--- src/rtl/pipe_pkg.sv ---
// pipe_pkg: shared types and constants for the MEM/WB pipeline stage.
//   mem_wb_t      : MEM/WB payload at the default 32-bit data / 5-bit index widths
//   skid_state_e  : occupancy of the stage buffer (EMPTY, ONE, TWO)
//   REG_X0        : index of the hard-wired zero register
package pipe_pkg;

   localparam int unsigned DEF_DATA_W     = 32;
   localparam int unsigned DEF_REG_ADDR_W = 5;
   localparam int unsigned REG_X0         = 0;

   typedef enum logic [1:0] {
      EMPTY = 2'd0,
      ONE   = 2'd1,
      TWO   = 2'd2
   } skid_state_e;

   typedef struct packed {
      logic [DEF_DATA_W-1:0]     data;
      logic                      reg_w;
      logic [DEF_REG_ADDR_W-1:0] reg_d;
      logic                      mem_r;
   } mem_wb_t;

endpackage

--- src/rtl/skid_buf.sv ---
// skid_buf: generic valid/ready stage register with optional 2-entry skid.
//   clk_i, reset_i (sync, active-low), flush_i (drop all held entries)
//   in_valid_i / in_ready_o / in_data_i   : upstream handshake and payload
//   out_valid_o / out_ready_i / out_data_o : downstream handshake and payload
// SKID!=0: ready is derived from state only. SKID==0: one entry, ready
// passes out_ready_i through combinationally, so state TWO is unreachable.
module skid_buf
   import pipe_pkg::*;
#(
   parameter int unsigned W    = 8,
   parameter int unsigned SKID = 1
) (
   input  logic         clk_i,
   input  logic         reset_i,
   input  logic         flush_i,
   input  logic         in_valid_i,
   output logic         in_ready_o,
   input  logic [W-1:0] in_data_i,
   output logic         out_valid_o,
   input  logic         out_ready_i,
   output logic [W-1:0] out_data_o
);

   skid_state_e state_q, state_d;
   logic [W-1:0] main_q, skid_q;
   logic         in_fire, out_fire;
   logic         load_main, load_skid, main_from_skid;

   assign out_valid_o = (state_q != EMPTY);
   assign in_ready_o  = (SKID != 0) ? (state_q != TWO)
                                    : ((state_q == EMPTY) || out_ready_i);
   assign out_data_o  = main_q;
   assign in_fire     = in_valid_i && in_ready_o;
   assign out_fire    = out_valid_o && out_ready_i;

   always_comb begin
      state_d        = state_q;
      load_main      = 1'b0;
      load_skid      = 1'b0;
      main_from_skid = 1'b0;
      case (state_q)
         EMPTY: begin
            if (in_fire) begin
               load_main = 1'b1;
               state_d   = ONE;
            end
         end
         ONE: begin
            if (in_fire && out_fire) begin
               load_main = 1'b1;
            end else if (in_fire) begin
               load_skid = 1'b1;
               state_d   = TWO;
            end else if (out_fire) begin
               state_d   = EMPTY;
            end
         end
         TWO: begin
            if (out_fire) begin
               main_from_skid = 1'b1;
               state_d        = ONE;
            end
         end
         default: state_d = EMPTY;
      endcase
      // Flush drops both held and incoming entries; main keeps its old
      // contents so the payload outputs simply hold.
      if (flush_i) begin
         state_d        = EMPTY;
         load_main      = 1'b0;
         load_skid      = 1'b0;
         main_from_skid = 1'b0;
      end
   end

   always_ff @(posedge clk_i) begin
      if (!reset_i) begin
         state_q <= EMPTY;
         main_q  <= '0;
         skid_q  <= '0;
      end else begin
         state_q <= state_d;
         if (load_main) begin
            main_q <= in_data_i;
         end else if (main_from_skid) begin
            main_q <= skid_q;
         end
         if (load_skid) begin
            skid_q <= in_data_i;
         end
      end
   end

endmodule

--- src/rtl/mem_wb_pipe_stage.sv ---
// mem_wb_pipe_stage: parametrised MEM/WB pipeline register.
//   clk_i, reset_i (sync, active-low), flush_i
//   in_valid_i/in_ready_o with data_to_reg_i, reg_w_i, reg_d_i, mem_r_i
//   out_valid_o/out_ready_i with data_to_reg_o, reg_w_o, reg_d_o, mem_r_o
//   stall_cnt_o : saturating count of cycles with valid output not consumed
// Writes to x0 are stripped of their enable on capture.
module mem_wb_pipe_stage
   import pipe_pkg::*;
#(
   parameter int unsigned DATA_W     = 32,
   parameter int unsigned REG_ADDR_W = 5,
   parameter int unsigned SKID       = 1,
   parameter int unsigned CNT_W      = 16
) (
   input  logic                  clk_i,
   input  logic                  reset_i,
   input  logic                  in_valid_i,
   output logic                  in_ready_o,
   input  logic [DATA_W-1:0]     data_to_reg_i,
   input  logic                  reg_w_i,
   input  logic [REG_ADDR_W-1:0] reg_d_i,
   input  logic                  mem_r_i,
   input  logic                  flush_i,
   output logic                  out_valid_o,
   input  logic                  out_ready_i,
   output logic [DATA_W-1:0]     data_to_reg_o,
   output logic                  reg_w_o,
   output logic [REG_ADDR_W-1:0] reg_d_o,
   output logic                  mem_r_o,
   output logic [CNT_W-1:0]      stall_cnt_o
);

   // Same layout as pipe_pkg::mem_wb_t, but sized by this instance's parameters.
   typedef struct packed {
      logic [DATA_W-1:0]     data;
      logic                  reg_w;
      logic [REG_ADDR_W-1:0] reg_d;
      logic                  mem_r;
   } entry_t;

   entry_t in_e, out_e;
   logic [CNT_W-1:0] stall_q;

   always_comb begin
      in_e.data  = data_to_reg_i;
      in_e.reg_w = reg_w_i && (reg_d_i != REG_ADDR_W'(REG_X0));
      in_e.reg_d = reg_d_i;
      in_e.mem_r = mem_r_i;
   end

   skid_buf #(
      .W    ($bits(entry_t)),
      .SKID (SKID)
   ) u_skid_buf (
      .clk_i       (clk_i),
      .reset_i     (reset_i),
      .flush_i     (flush_i),
      .in_valid_i  (in_valid_i),
      .in_ready_o  (in_ready_o),
      .in_data_i   (in_e),
      .out_valid_o (out_valid_o),
      .out_ready_i (out_ready_i),
      .out_data_o  (out_e)
   );

   assign data_to_reg_o = out_e.data;
   assign reg_w_o       = out_e.reg_w;
   assign reg_d_o       = out_e.reg_d;
   assign mem_r_o       = out_e.mem_r;
   assign stall_cnt_o   = stall_q;

   always_ff @(posedge clk_i) begin
      if (!reset_i) begin
         stall_q <= '0;
      end else if (out_valid_o && !out_ready_i && !flush_i && (stall_q != '1)) begin
         stall_q <= stall_q + CNT_W'(1);
      end
   end

endmodule

--- config.mk ---
export PLATFORM = sky130hd
export DESIGN_NAME = mem_wb_pipe_stage
export DESIGN_NICKNAME = d
export VERILOG_FILES = /design/src/rtl/pipe_pkg.sv /design/src/rtl/skid_buf.sv /design/src/rtl/mem_wb_pipe_stage.sv
export SDC_FILE = /design/constraint.sdc
export NUM_CORES = 1
export LEC_CHECK = 0
export BUFFER_PORTS_ARGS = -buffer_cell sky130_fd_sc_hd__buf_4
export CORE_ASPECT_RATIO = 1.5
export CORE_UTILIZATION = 45
export CTS_BUF_LIST = sky130_fd_sc_hd__clkbuf_8
export CTS_CLUSTER_DIAMETER = 30
export CTS_CLUSTER_SIZE = 16
export DETAILED_ROUTE_END_ITERATION = 12
export GPL_TIMING_DRIVEN = 0
export HOLD_SLACK_MARGIN = 0.05
export PLACE_DENSITY = 0.73
export SYNTH_ARGS = -nofsm -noshare
export SYNTH_HDL_FRONTEND = slang
export SYNTH_SLANG_ARGS = --single-unit
--- constraint.sdc ---
create_clock -name clk_i -period 1.9 [get_ports clk_i]
set_input_delay 0.38 -clock clk_i [delete_from_list [all_inputs] [get_ports clk_i]]
set_output_delay 0.38 -clock clk_i [all_outputs]
set_load 0.02 [all_outputs]
* After elaboration in Yosys (flattened, before gate mapping) *
Cells that the tools add are included.

storage, ports and cells
  output and inout bits = 57
  register bits after elaboration = 96
  logic and storage cells = 47

operators by class
  $add $sub $neg = 1
  reduce and logical (&&, ||, !) cells = 15
  multiplexer cells = 18
  equal/unequal tests = 8
  bitwise gates (word level) = 1

operators with widths
  operator                                                number
  two-way mux 39 bit                                      2
  adder 16 x 1 -> 16 bit (second input constant)          1
  inequality test 16 bit (second input constant)          1
  two-way mux 2 bit                                       5
  two-way mux 1 bit                                       9
  logical AND 1 bit                                       7
  one-hot mux 2 bit (3 select lines)                      1
  nonzero test 5 bit                                      1
  inequality test 2 x 1 -> 1 bit (second input constant)  2
  inequality test 2 bit (second input constant)           2
  AND reduction 4 bit                                     1
  nonzero test 2 bit                                      2
  inequality test 3 x 1 -> 1 bit (second input constant)  1
  equality test 2 x 1 -> 1 bit (second input constant)    1
  equality test 2 bit (second input constant)             1
  logical NOT 1 bit                                       2
  logical NOT 2 bit                                       1
  one-hot mux 1 bit (2 select lines)                      1
  OR reduction 2 bit                                      1
  NOT 1 bit                                               1

* Longest topological paths before layout *
  depth in word-level cells = 7
  mapped depth = 6

* Modules after synthesis *
A second synthesis with hierarchy kept.

unflattened totals
  cell total of the unflattened synthesis = 522
  area total of the unflattened synthesis = 4466.8 µm²

modules (own cells, without submodules)
  module             cells each  times used  area each (µm²)
  skid_buf           419         1           3584.7
  mem_wb_pipe_stage  103         1           882.1

* Worst setup path before layout *
OpenSTA, ideal clock, no wires.

  path type = reg-to-reg
  start point = register stall_q[3] (netlist: stall_cnt_o[3])
  end point = register stall_q[14] (netlist: stall_cnt_o[14])
  data arrival time = 1.729 ns
  setup time = 0.070 ns
  path slack = 0.101 ns
  data required time = 1.830 ns
  cell stages (with the launch flop) = 5
  cells stage by stage = dfxtp_1 nand4_2 or4_4 or3_1 a21oi_1

on the way
  word-level cells in the longest chain between the ends = 2
  elaborated cells on any way between the ends = 3

ends and longest elaborated chain
  item                                                            line                     source
  from (decl)                                                     mem_wb_pipe_stage.sv:42  logic [CNT_W-1:0] stall_q;
  from (signal assigned)                                          mem_wb_pipe_stage.sv:76  stall_q <= stall_q + CNT_W'(1);
  branches (longest 2 deep; another with adder 16 x 1 -> 16 bit)  n/a

Parallel ways; which one is timed is not known.
A chain may end at the register's enable or synchronous reset.

* Worst setup path after layout *
  start point = register stall_q[5] (netlist: stall_cnt_o[5])
  end point = register stall_q[15] (netlist: stall_cnt_o[15])

Same word-level chain as after synthesis.

==> results.toml <==
[floorplan]
die_w_um = 77.8
core-area_um2 = 8360
ios = 101
die_h_um = 116
start_util = 0.464
row_count = 41
fp.dieArea_um2 = 9000

[detailed_routing]
via_count = 3760
drt_iter0_drc = 176
vias_per_cell = 5.43
wl_met1_mm = 4.03
wl_met3_um = 431
highest_layer = "met4"
detail-route-antenna-nets = 0
drc = 0
wl_per_cell_um = 14.3
drtPass1Iterations = 5
wl_met2_mm = 5.08
wl_mm = 9.92

[cts]
clock_latency_ns = 0.35
htreeDepth = 3
clock_path_buffers = 2
cts_tree = "built"
clkTransAtPathRegs_ns = 0.09
root_buffer = "clkbuf_8"
numCtsBuffers = 9
cts_sinks = 96
postCtsHoldBufs = 0

[timing]
max_freq_mhz = 549
tightest_slew_ns = 0.506
period_share = 0.958
rsz0062_at_grt = "false"
hold_violations = 0
finalSetupViolations = 0
drv_slew = 0
fin_setup_tns_ns = 0
period_minus_slack_ns = 1.82
timing.slew.headroom = 0.659
finClkSkew_ns = 0.0145

[worst_setup_path]
arrival_ns = 2.10
cp-end-kind = "flip-flop"
r2r_slack_ns = 0.08
critPathRequiredTime_ns = 2.18
start_kind = "flip-flop"
crit_path_max_fanout = 5
rr_worst_depth = 4
path_class = "flip-flop to flip-flop"

[global_routing]
grt_max_degree = 16
grt_antenna_before_repair = 0
grt.total_usage = 0.225
grt_overflow_total = 0
grt_pass1_vias = 3540
grt_pass1_wl_mm = 15.9

[final_layout]
n_fill_cell = 785
drive_above_1_share = 0.253
nNetsFinal = 625
design_area_um2 = 5040
synthToLayoutAreaGrowth_pct = 30.1
n_antenna_cell = 0
finish.utilization = 0.603

[logic_synthesis]
netlist_area_um2 = 3880
synth_most_common_cell = "nand2_1"
ys_types = 42
async_reset_ff_frac = 0
synth_edf_count = 0
ys_ff_latch = 96
netlist_instances = 468
synth_warnings = 0
ys_seq_area_frac = 0.496
synth_area_leaders = "dfxtp_1, nand2_1, a21oi_1"
synth_top_area_cell = "dfxtp_1"
synth_ff_type = "dfxtp_1"
ys_top_cells_by_count = "nand2_1, dfxtp_1, a21oi_1"
synth_nets = 513
synth_top_area_frac = 0.496
syn_avg_cell_area_um2 = 8.28

[place]
place_congestion = 0.812
dpl.hpwl_mm = 7.30
io_buffers = 100
dpl-instance-area_um2 = 4760

[hold_path]
hp-class = "input port to flip-flop"
worstHoldPathCells = 2

[pwr]
power_leakage_nw = 1.92
cellPowerDensity_nw_per_um2 = 809
vdd_drop_max_v = 0.000498

[run]
cap_viol_max_count = 0

[status]
status = "finished clean"
-- power by group --
part	total, mW	switching, mW	internal, mW
clock network	1.60	0.693	0.906
logic	0.392	0.224	0.168
registers	2.09	0.0288	2.06
-- cells by family (layout without fill, tap and decap cells) --
| group | Yosys count | after routing | share of synthesized area |
|---|---|---|---|
| and+or+nand+nor | 185 | 185 | 0.226 |
| muxes | 5 | 5 | 0.0129 |
| adders and majority gates | 1 | 1 | 0.00323 |
| AOI/OAI and AO/OA | 145 | 145 | 0.222 |
| DFF | 96 | 96 | 0.496 |
| buffers and inverters | 36 | 153 | 0.0397 |
-- layout by cell type (no fill, tap or decap), drive strengths merged, types with 2 or more instances in the layout --
cell type,instances
a21oi,88
nor2b,2
nor3,5
o31ai,3
and3,2
clkbuf,37
inv,5
nor4,6
mux2i,5
buf,106
and4,2
or4,6
clkinv,2
dfxtp,96
nand2b,10
a22oi,38
o311ai,2
bufinv,3
nand3,5
a211oi,5
nor2,2
nand4,5
o21ai,6
nand2,132
o41ai,2
or3,3
-- state kept, by name (all words and copies together), names as in the netlist --
register and count:
u_skid_buf.skid_q 39, u_skid_buf.state_q 2, stall_cnt_o 16, u_skid_buf.out_data_o 39
-- layout make-up --
cell class / instances / area, um^2 / share of cell area
repair buffers: 101 / 758 / 0.150
plain buffers: 32 / 151 / 0.0300
multi-input cells: 336 / 1810 / 0.359
clock inverters: 6 / 108 / 0.0213
flip-flops and latches: 96 / 1930 / 0.382
well taps: 107 / 134 / 0.0266
clock buffers: 10 / 138 / 0.0273
inverters: 4 / 15.0 / 0.00298
-- final timing paths --
check / start / endpoint
worst max-delay path: stall_cnt_o[5]$_SDFFE_PN0P_ / stall_cnt_o[15]$_SDFFE_PN0P_
worst min-delay path: flush_i / u_skid_buf.state_q[0]$_SDFFE_PP0P_
worst max register to register: stall_cnt_o[5]$_SDFFE_PN0P_ / stall_cnt_o[15]$_SDFFE_PN0P_
worst min register to register: u_skid_buf.out_data_o[35]$_SDFFE_PN0P_ / u_skid_buf.out_data_o[35]$_SDFFE_PN0P_
-- stage by stage --
| step | power [mW] | hold WS (ns) | setup WS (ns) | std cells |
|---|---|---|---|---|
| final | 4.08 | 0.233 | 0.0802 | 692 |
| after global routing | 4.25 | 0.214 | 0.00600 | 692 |
| after CTS | 4.11 | 0.211 | 0.00669 | 691 |
| after detailed placement | 2.53 | 0.449 | -0.0751 | 675 |
| after global placement | 2.52 | 0.441 | -0.0319 | 675 |
| after floorplan | 2.32 | 0.437 | 0.101 | 468 |
-- routing by layer --
metal	vias to the layer above	GRT usage
li1	1872	-
met1	1759	0.250
met2	101	0.394
met3	28	0.0402
met4	0	0.147
met5	-	0
-- critical path, stage by stage, from the launching register on --
cell and delay, ns:
dfxtp_1 0.42, nand4_2 0.21, or4_4 0.60, nor4_2 0.28, mux2i_1 0.23
-- repair_timing --
item / in CTS / in global routing
buffers inserted: 0 / 1
gates resized for setup: 0 / 20
setup endpoints to repair: 0 / 59
hold endpoints to repair: 0 / 0
Power figures use the tool's default switching activity.
